--- src/rtl/miriscv_pkg.sv ---
// Shared types for the data-memory arbiter: FSM state encoding and master-side request bundle.
// Pure declarations, no timing; latency and backpressure live in the modules that import this package.
package miriscv_pkg;

   localparam int ARB_MASTERS = 2;

   typedef enum logic [1:0] {
      IDLE   = 2'd0,
      ACCESS = 2'd1,
      RESP   = 2'd2
   } arb_state_t;

   typedef struct packed {
      logic        we;
      logic [3:0]  be;
      logic [31:0] addr;
      logic [31:0] wdata;
   } mem_req_t;

endpackage

--- src/rtl/miriscv_rr_arbiter.sv ---
// Combinational two-master winner select: lone requester wins; ties go round-robin or to m0.
// Zero latency; no backpressure of its own, the losing request simply stays pending upstream.
module miriscv_rr_arbiter
   import miriscv_pkg::*;
#(
   parameter int ROUND_ROBIN = 1
)
(
   input  logic [ARB_MASTERS-1:0] reqs,
   input  logic                   last_owner,
   output logic                   grant_idx
);

   always_comb begin
      grant_idx = 1'b0;
      if (reqs[1] && !reqs[0]) begin
         grant_idx = 1'b1;
      end else if (reqs[1] && reqs[0]) begin
         // tie: alternate away from the previous owner, or let the LSU win
         grant_idx = (ROUND_ROBIN != 0) ? ~last_owner : 1'b0;
      end
   end

endmodule

--- src/rtl/miriscv_dmem_arbiter.sv ---
// Two-master data-memory arbiter: IDLE grants, ACCESS drives memory, RESP returns one rvalid pulse.
// Latency 3 cycles per access; a pending master sees stall_o until its rvalid cycle.
module miriscv_dmem_arbiter
   import miriscv_pkg::*;
#(
   parameter int ROUND_ROBIN = 1
)
(
   input  logic        clk,
   input  logic        rst_i,

   input  logic        m0_req_i,
   input  logic        m0_we_i,
   input  logic [3:0]  m0_be_i,
   input  logic [31:0] m0_addr_i,
   input  logic [31:0] m0_wdata_i,
   output logic        m0_stall_o,
   output logic        m0_rvalid_o,
   output logic [31:0] m0_rdata_o,

   input  logic        m1_req_i,
   input  logic        m1_we_i,
   input  logic [3:0]  m1_be_i,
   input  logic [31:0] m1_addr_i,
   input  logic [31:0] m1_wdata_i,
   output logic        m1_stall_o,
   output logic        m1_rvalid_o,
   output logic [31:0] m1_rdata_o,

   output logic        data_req_o,
   output logic        data_we_o,
   output logic [3:0]  data_be_o,
   output logic [31:0] data_addr_o,
   output logic [31:0] data_wdata_o,
   input  logic [31:0] data_rdata_i
);

   arb_state_t             state_q;
   logic                   owner_q;
   logic                   last_owner_q;
   logic                   owner_we_q;
   logic                   grant_idx;
   logic [ARB_MASTERS-1:0] reqs;
   mem_req_t               m0_acc;
   mem_req_t               m1_acc;
   mem_req_t               own_acc;
   logic                   in_access;
   logic                   in_resp;
   logic [31:0]            resp_data;

   assign reqs    = {m1_req_i, m0_req_i};
   assign m0_acc  = '{we: m0_we_i, be: m0_be_i, addr: m0_addr_i, wdata: m0_wdata_i};
   assign m1_acc  = '{we: m1_we_i, be: m1_be_i, addr: m1_addr_i, wdata: m1_wdata_i};
   assign own_acc = owner_q ? m1_acc : m0_acc;

   miriscv_rr_arbiter #(
      .ROUND_ROBIN (ROUND_ROBIN)
   ) u_rr_arbiter (
      .reqs       (reqs),
      .last_owner (last_owner_q),
      .grant_idx  (grant_idx)
   );

   always_ff @(posedge clk) begin
      if (rst_i) begin
         state_q      <= IDLE;
         owner_q      <= 1'b0;
         last_owner_q <= 1'b1;
         owner_we_q   <= 1'b0;
      end else begin
         case (state_q)
            IDLE: begin
               if (|reqs) begin
                  owner_q      <= grant_idx;
                  last_owner_q <= grant_idx;
                  state_q      <= ACCESS;
               end
            end
            ACCESS: begin
               // remember what was actually issued so RESP knows read vs write
               owner_we_q <= own_acc.we;
               state_q    <= RESP;
            end
            RESP:    state_q <= IDLE;
            default: state_q <= IDLE;
         endcase
      end
   end

   // outputs are forced quiet while reset is asserted, even mid-access
   assign in_access = (state_q == ACCESS) && !rst_i;
   assign in_resp   = (state_q == RESP) && !rst_i;
   assign resp_data = owner_we_q ? 32'h0 : data_rdata_i;

   always_comb begin
      data_req_o   = in_access;
      data_we_o    = 1'b0;
      data_be_o    = 4'h0;
      data_addr_o  = 32'h0;
      data_wdata_o = 32'h0;
      if (in_access) begin
         data_we_o    = own_acc.we;
         data_be_o    = own_acc.be;
         data_addr_o  = own_acc.addr;
         data_wdata_o = own_acc.wdata;
      end
   end

   assign m0_rvalid_o = in_resp && !owner_q;
   assign m1_rvalid_o = in_resp && owner_q;
   assign m0_rdata_o  = m0_rvalid_o ? resp_data : 32'h0;
   assign m1_rdata_o  = m1_rvalid_o ? resp_data : 32'h0;
   assign m0_stall_o  = m0_req_i & ~m0_rvalid_o;
   assign m1_stall_o  = m1_req_i & ~m1_rvalid_o;

endmodule

--- config.mk ---
export PLATFORM = sky130hd
export DESIGN_NAME = miriscv_dmem_arbiter
export DESIGN_NICKNAME = d
export VERILOG_FILES = /design/src/rtl/miriscv_pkg.sv /design/src/rtl/miriscv_rr_arbiter.sv /design/src/rtl/miriscv_dmem_arbiter.sv
export SDC_FILE = /design/constraint.sdc
export NUM_CORES = 1
export LEC_CHECK = 0
export ABC_AREA = 1
export CORE_AREA = 2 2 119 121
export DETAILED_ROUTE_END_ITERATION = 10
export DIE_AREA = 0 0 121 123
export MAX_ROUTING_LAYER = met4
export SETUP_SLACK_MARGIN = 0.02
export SYNTH_ARGS = -nofsm -noshare
export SYNTH_HDL_FRONTEND = slang
export SYNTH_SLANG_ARGS = --single-unit
export TNS_END_PERCENT = 30
--- constraint.sdc ---
create_clock -name clk -period 2.19 [get_ports clk]
set_input_delay 0.438 -clock clk [delete_from_list [all_inputs] [get_ports clk]]
set_output_delay 0.438 -clock clk [all_outputs]
set_load 0.01 [all_outputs]
==> results of run 1 <==
## power groups by stage
stage	clock network, uW	registers, uW	logic (uW)
after CTS	307	111	794
after floorplan	0	104	272
after detailed placement	0	112	806
after global placement	0	112	798
after global routing	315	113	855
final	300	111	788
## kinds of logic after synthesis
kind of cell	Yosys count	synth area share
and+or+nand+nor	222	0.548
buffers and inverters	77	0.192
AOI/OAI and AO/OA	69	0.202
DFF	5	0.0584
## cell usage in the layout, fill, tap and decap left out, drive strengths merged
cell | Yosys | final
clkinv | 0 | 1
dlygate4sd2 | 0 | 95
nand2 | 147 | 147
nand3 | 3 | 3
clkdlybuf4s15 | 0 | 15
dfxtp | 5 | 5
nor2 | 6 | 6
inv | 42 | 42
clkbuf | 8 | 10
nand4 | 2 | 2
buf | 27 | 45
clkdlybuf4s50 | 0 | 173
a21oi | 69 | 69
nor3 | 64 | 64
## registers in the layout, summed over array words and instances, names as in the netlist
signal	count
owner_q	1
state_q	2
owner_we_q	1
last_owner_q	1
## synthesized netlist by cell type, drive strengths merged
| cell type | number | area [um2] |
|---|---|---|
| buf | 27 | 141 |
| inv | 42 | 158 |
| clkbuf | 8 | 30.0 |
| nand2 | 147 | 554 |
| nand3 | 3 | 15.0 |
| dfxtp | 5 | 100 |
| nor3 | 64 | 320 |
| a21oi | 69 | 345 |
| nand4 | 2 | 18.8 |
| nor2 | 6 | 30.0 |
## worst paths after layout
| check | startpoint | endpoint | slack (ns) | cells past startpoint |
|---|---|---|---|---|
| setup reg to reg | owner_q | owner_we_q | 1.05 | 6 |
| setup / recovery | rst_i | data_wdata_o[20] | 0.09 | 8 |
| hold / removal | last_owner_q | last_owner_q | 0.47 | 2 |
| hold reg to reg | last_owner_q | last_owner_q | 0.47 | 2 |
## layout make-up
type	instances	area [um2]
Clock buffer	3	75.1
Clock inverter	1	5.00
Fill cell	1479	8470
Inverter	42	163
Multi-Input combinational cell	291	1350
Sequential cell	5	103
Tap cell	180	225
Timing Repair Buffer	335	3220
## per-layer routing
metal / GRT usage / routed length (um) / vias up
li1: - / - / 1796
met1: 0.151 / 4260 / 1594
met2: 0.288 / 6270 / 195
met3: 0.0212 / 960 / 24
met4: 0.0487 / 335 / 0
met5: - / 0 / -
## stage by stage
stage | util | total power, uW | TNS [ns]
after floorplan | - | 376 | 0
after global placement | 0.378 | 910 | -41.89
after detailed placement | 0.378 | 919 | -39.94
after CTS | 0.378 | 1210 | 0
after global routing | 0.378 | 1280 | 0
final | 0.378 | 1200 | 0
## what timing repair did
| action | in CTS | in global routing |
|---|---|---|
| setup buffers | 2 | 0 |
| pin swaps | 2 | 0 |
| resized for setup | 219 | 28 |
| gates cloned | 3 | 0 |
| endpoints found under the setup margin | 138 | 23 |
## worst max-delay path: cells and delay by family
family | cells | cell delay [ns]
buf+inv | 6 | 1.04
compound gates | 1 | 0.10
simple gates | 1 | 0.08
==> flow_metrics.py, run 1 <==
metrics = {
    "power_and_ir_drop": {
        "share_seq_of_total_power": 0.093,
        "p_leak_uw": 0.00270,
        "comb_power_share": 0.657,
        "switching_power_uw": 403,
        "ir_drop_v": 0.000172,
        "internal_power_uw": 796,
        "sw_frac_of_total": 0.336,
        "clock_power_share": 0.250,
        "power_density_mw_per_mm2": 233,
    },
    "drt": {
        "wirelength_um": 11800,
        "drt_iter0_markers": 145,
        "wl_per_cell_um": 13.8,
        "postRouteAntennaNets": 0,
        "drtPass1Iterations": 4,
        "via_per_inst": 4.21,
        "dr_total_vias": 3609,
        "drcViolationCount": 0,
    },
    "setup_path": {
        "crit_chain": "dlygate4sd2_1, buf_4, nor2_4, buf_4, inv_6, buf_12, a21oi_1, dlygate4sd2_1",
        "cp.required_ns": 1.75,
        "start_kind": "input port",
        "crit_arrival_ns": 1.66,
        "cp_max_fo": 17,
        "cp_slowest_cell": "dlygate4sd2_1",
        "critPathKind": "input port to primary output",
        "slowest_delay_ns": 0.31,
        "cp-end-kind": "primary output",
    },
    "placed_design": {
        "dp_slack_ns": -0.503,
        "dp.cells": 848,
        "place_congestion": 0.891,
        "port_buffers": 311,
        "place_area_mm2": 0.00515,
        "dp_hpwl_um": 9370,
    },
    "die": {
        "num_rows": 43,
        "die_x_um": 121,
        "die_h_um": 123,
        "coreArea_mm2": 0.0136,
        "die_area_mm2": 0.0149,
        "ioPinCount": 312,
        "initial_core_util": 0.126,
    },
    "clocking": {
        "hold_buffers": 0,
        "cts_max_path_buffers": 2,
        "cts_root_buffer": "clkbuf_16",
        "cts_sinks": 5,
        "h-tree-depth": 1,
        "clk_pin_slew_worst_paths_ns": 0.03,
        "cts_tree": "done",
        "cts_buffers": 3,
        "clock_latency_ns": 0.23,
    },
    "sta": {
        "max_freq_mhz": 476,
        "worst_slack_ns": 0.0906,
        "hold_ws_ns": 0.470,
        "final_hold_viol_count": 0,
        "worst_slew_pin_slew_ns": 0.346,
        "fin_crit_ns": 2.10,
        "maxSlewHeadroom": 0.770,
        "fin_worst_skew_ns": 0.00141,
        "rsz0062_at_grt": "yes",
        "slew_violations": 0,
        "final.period_utilization": 0.959,
        "setup_viol": 0,
    },
    "global_route": {
        "antenna_found_initial": 0,
        "overflow": 0,
        "grt_pass1_wl_um": 17300,
        "grt_start_max_net_pins": 57,
        "grt_pass1_vias": 3539,
        "grt_usage": 0.148,
    },
    "synth": {
        "syn_inst": 373,
        "synth_fp_nets": 547,
        "syn_avg_cell_area_um2": 4.59,
        "ys_seq_area_frac": 0.0584,
        "ys_warn_count": 0,
        "ys_ff_latch": 5,
        "ys_types": 17,
        "syn_area_mm2": 0.00171,
    },
    "layout": {
        "drive_above_1_share": 0.115,
        "fin_area_mm2": 0.00514,
        "nNetsFinal": 852,
        "area_growth_pct": 200,
        "n_antenna_cell": 0,
        "fin_cells": 857,
    },
    "min_path": {
        "hold_class": "flop to flop",
    },
    "outcome": {
        "status": "finished clean",
    },
    "job": {
        "drv_cap": 0,
    },
}
Power figures use the tool's default switching activity.
==> inputs of run 2 (changes only) <==
Settings changed: CORE_AREA 2 2 119 121 to 5 5 119 121, DIE_AREA 0 0 121 123 to 0 0 124 126.
==> run 2 against run 1 <==
Against the previous run: clock skew decreased by 0.00081 ns; register-to-register slack improved by 0.05 ns; largest power group unchanged; combinational power decreased by 4.1%.
==> flow_metrics.py, run 2 (same netlist as run 1, synthesis figures left out) <==
metrics = {
    "drt": {
        "wl_per_cell_um": 14.8,
        "via_per_inst": 4.14,
        "drtPass1Iterations": 4,
        "wirelength_um": 12700,
        "dr_total_vias": 3536,
        "drt_iter0_markers": 94,
        "postRouteAntennaNets": 0,
        "drcViolationCount": 0,
    },
    "setup_path": {
        "r2r_setup_slack_ns": 1.10,
        "cp.required_ns": 1.75,
        "regToRegStartpoint": "owner_q",
        "reg2regPathDepth": 5,
        "path_buf_inv": 4,
        "critPathKind": "input port to primary output",
        "worstReg2RegEnd": "owner_we_q",
        "slowest_delay_ns": 0.31,
        "crit_chain": "dlygate4sd2_1, inv_2, nand4_4, bufbuf_16, nor3_1, clkdlybuf4s15_1",
        "cp_slowest_cell": "bufbuf_16",
        "cp-end-kind": "primary output",
        "crit_arrival_ns": 1.66,
        "start_kind": "input port",
        "crit_family": "buffers and inverters",
        "cp_max_fo": 16,
    },
    "job": {
        "drv_cap": 0,
    },
    "sta": {
        "fin_crit_ns": 2.10,
        "slew_violations": 0,
        "worst_slew_pin_slew_ns": 0.285,
        "final.period_utilization": 0.959,
        "setup_viol": 0,
        "rsz0062_at_grt": "no",
        "final_hold_viol_count": 0,
        "fin_worst_skew_ns": 0.000604,
        "maxSlewHeadroom": 0.810,
        "max_freq_mhz": 476,
    },
    "die": {
        "die_x_um": 124,
        "coreArea_mm2": 0.0130,
        "die_area_mm2": 0.0156,
        "initial_core_util": 0.132,
        "num_rows": 42,
        "die_h_um": 126,
        "ioPinCount": 312,
    },
    "placed_design": {
        "dp.cells": 847,
        "place_congestion": 0.846,
        "dp_hpwl_um": 10500,
        "place_area_mm2": 0.00514,
        "port_buffers": 311,
    },
    "clocking": {
        "hold_buffers": 0,
        "cts_max_path_buffers": 2,
        "cts_root_buffer": "clkbuf_16",
        "cts_buffers": 3,
        "clk_pin_slew_worst_paths_ns": 0.03,
        "clock_latency_ns": 0.23,
        "h-tree-depth": 1,
        "cts_tree": "done",
        "cts_sinks": 5,
    },
    "global_route": {
        "grt_start_max_net_pins": 42,
        "antenna_found_initial": 0,
        "grt_pass1_vias": 3633,
        "grt_pass1_wl_um": 18600,
        "overflow": 0,
        "grt_usage": 0.155,
    },
    "layout": {
        "fin_area_mm2": 0.00494,
        "drive_above_1_share": 0.149,
        "largest_reg_flops": 2,
        "layout_commonest_cell": "clkdlybuf4s50_1",
        "area_growth_pct": 188,
        "nNetsFinal": 853,
        "top_register": "state_q",
        "n_antenna_cell": 0,
        "final_cell_mix": "clkdlybuf4s50_1, nand2_1, dlygate4sd2_1",
        "fin_cells": 854,
    },
    "power_and_ir_drop": {
        "p_total_uw": 1180,
        "ir_drop_v": 0.000170,
        "power_density_mw_per_mm2": 238,
        "p_leak_uw": 0.00263,
    },
    "outcome": {
        "status": "finished clean",
    },
    "min_path": {
        "min_from": "last_owner_q",
        "whs_path_depth": 2,
        "whs_endpoint": "last_owner_q",
        "hold_class": "flop to flop",
    },
}
==> run 2: cell types whose count changed in the layout (fill, tap and decap cells not counted), sizes merged <==
cell | previous run | this run
buf | 45 | 64
bufbuf | 0 | 2
clkbuf | 10 | 22
clkdlybuf4s15 | 15 | 6
clkinv | 1 | 0
dlygate4sd2 | 95 | 73
==> run 2: stage by stage <==
| stage | setup WS, ns | util | hold slack, ns | TNS (ns) |
|---|---|---|---|---|
| finish | 0.0895 | 0.381 | 0.461 | 0 |
| CTS | 0.0200 | 0.385 | 0.454 | 0 |
| global placement | -0.457 | 0.396 | 0.445 | -40.93 |
| floorplan | 0.618 | - | 0.429 | 0 |
| global route | 0.0209 | 0.381 | 0.499 | 0 |
| detailed placement | -0.451 | 0.396 | 0.448 | -41.62 |
==> run 2: cell type report <==
type | instances | area, um2
clock buffer | 4 | 78.8
inverter | 42 | 158
sequential | 5 | 103
fill | 1437 | 8040
multi-input combinational | 291 | 1310
tap | 176 | 220
timing repair buffer | 336 | 3070
==> run 2: layer usage <==
| metal | track usage | routed length, um | vias to the layer above |
|---|---|---|---|
| li1 | - | - | 1803 |
| met1 | 0.161 | 4710 | 1526 |
| met3 | 0.0283 | 959 | 31 |
| met2 | 0.284 | 6570 | 176 |
| met4 | 0.0593 | 444 | 0 |
| met5 | - | 0 | - |
==> run 2: power breakdown <==
group          total, uW  internal (uW)  switching, uW
registers            113            100           12.7
logic                756            440            316
clock network        308            242           66.0
==> run 2: worst max path at each step <==
stage           from                to  slack, ns  cells after the start
2_1_floorplan  rst_i    m1_rdata_o[10]       0.62                      4
3_3_place_gp   rst_i  data_wdata_o[22]      -0.46                      7
3_5_place_dp   rst_i  data_wdata_o[22]      -0.45                      7
4_1_cts        rst_i    m1_rdata_o[15]       0.02                      7
5_1_grt        rst_i     m0_rdata_o[3]       0.02                      6
6_report       rst_i    m0_rdata_o[11]       0.09                      6
==> run 2: worst reg2reg max path, stage by stage, from the launching register on <==
cell     delay (ns)
dfxtp_2        0.38
buf_4          0.31
nand2_1        0.09
nand2_1        0.07
nand2_1        0.09
nand2_1        0.08
==> run 2: what timing repair did <==
action / CTS / global route
pin swaps: 1 / 0
gates cloned: 2 / 0
gates resized for setup: 271 / 47
setup endpoints to repair: 138 / 24
setup buffers: 1 / 0
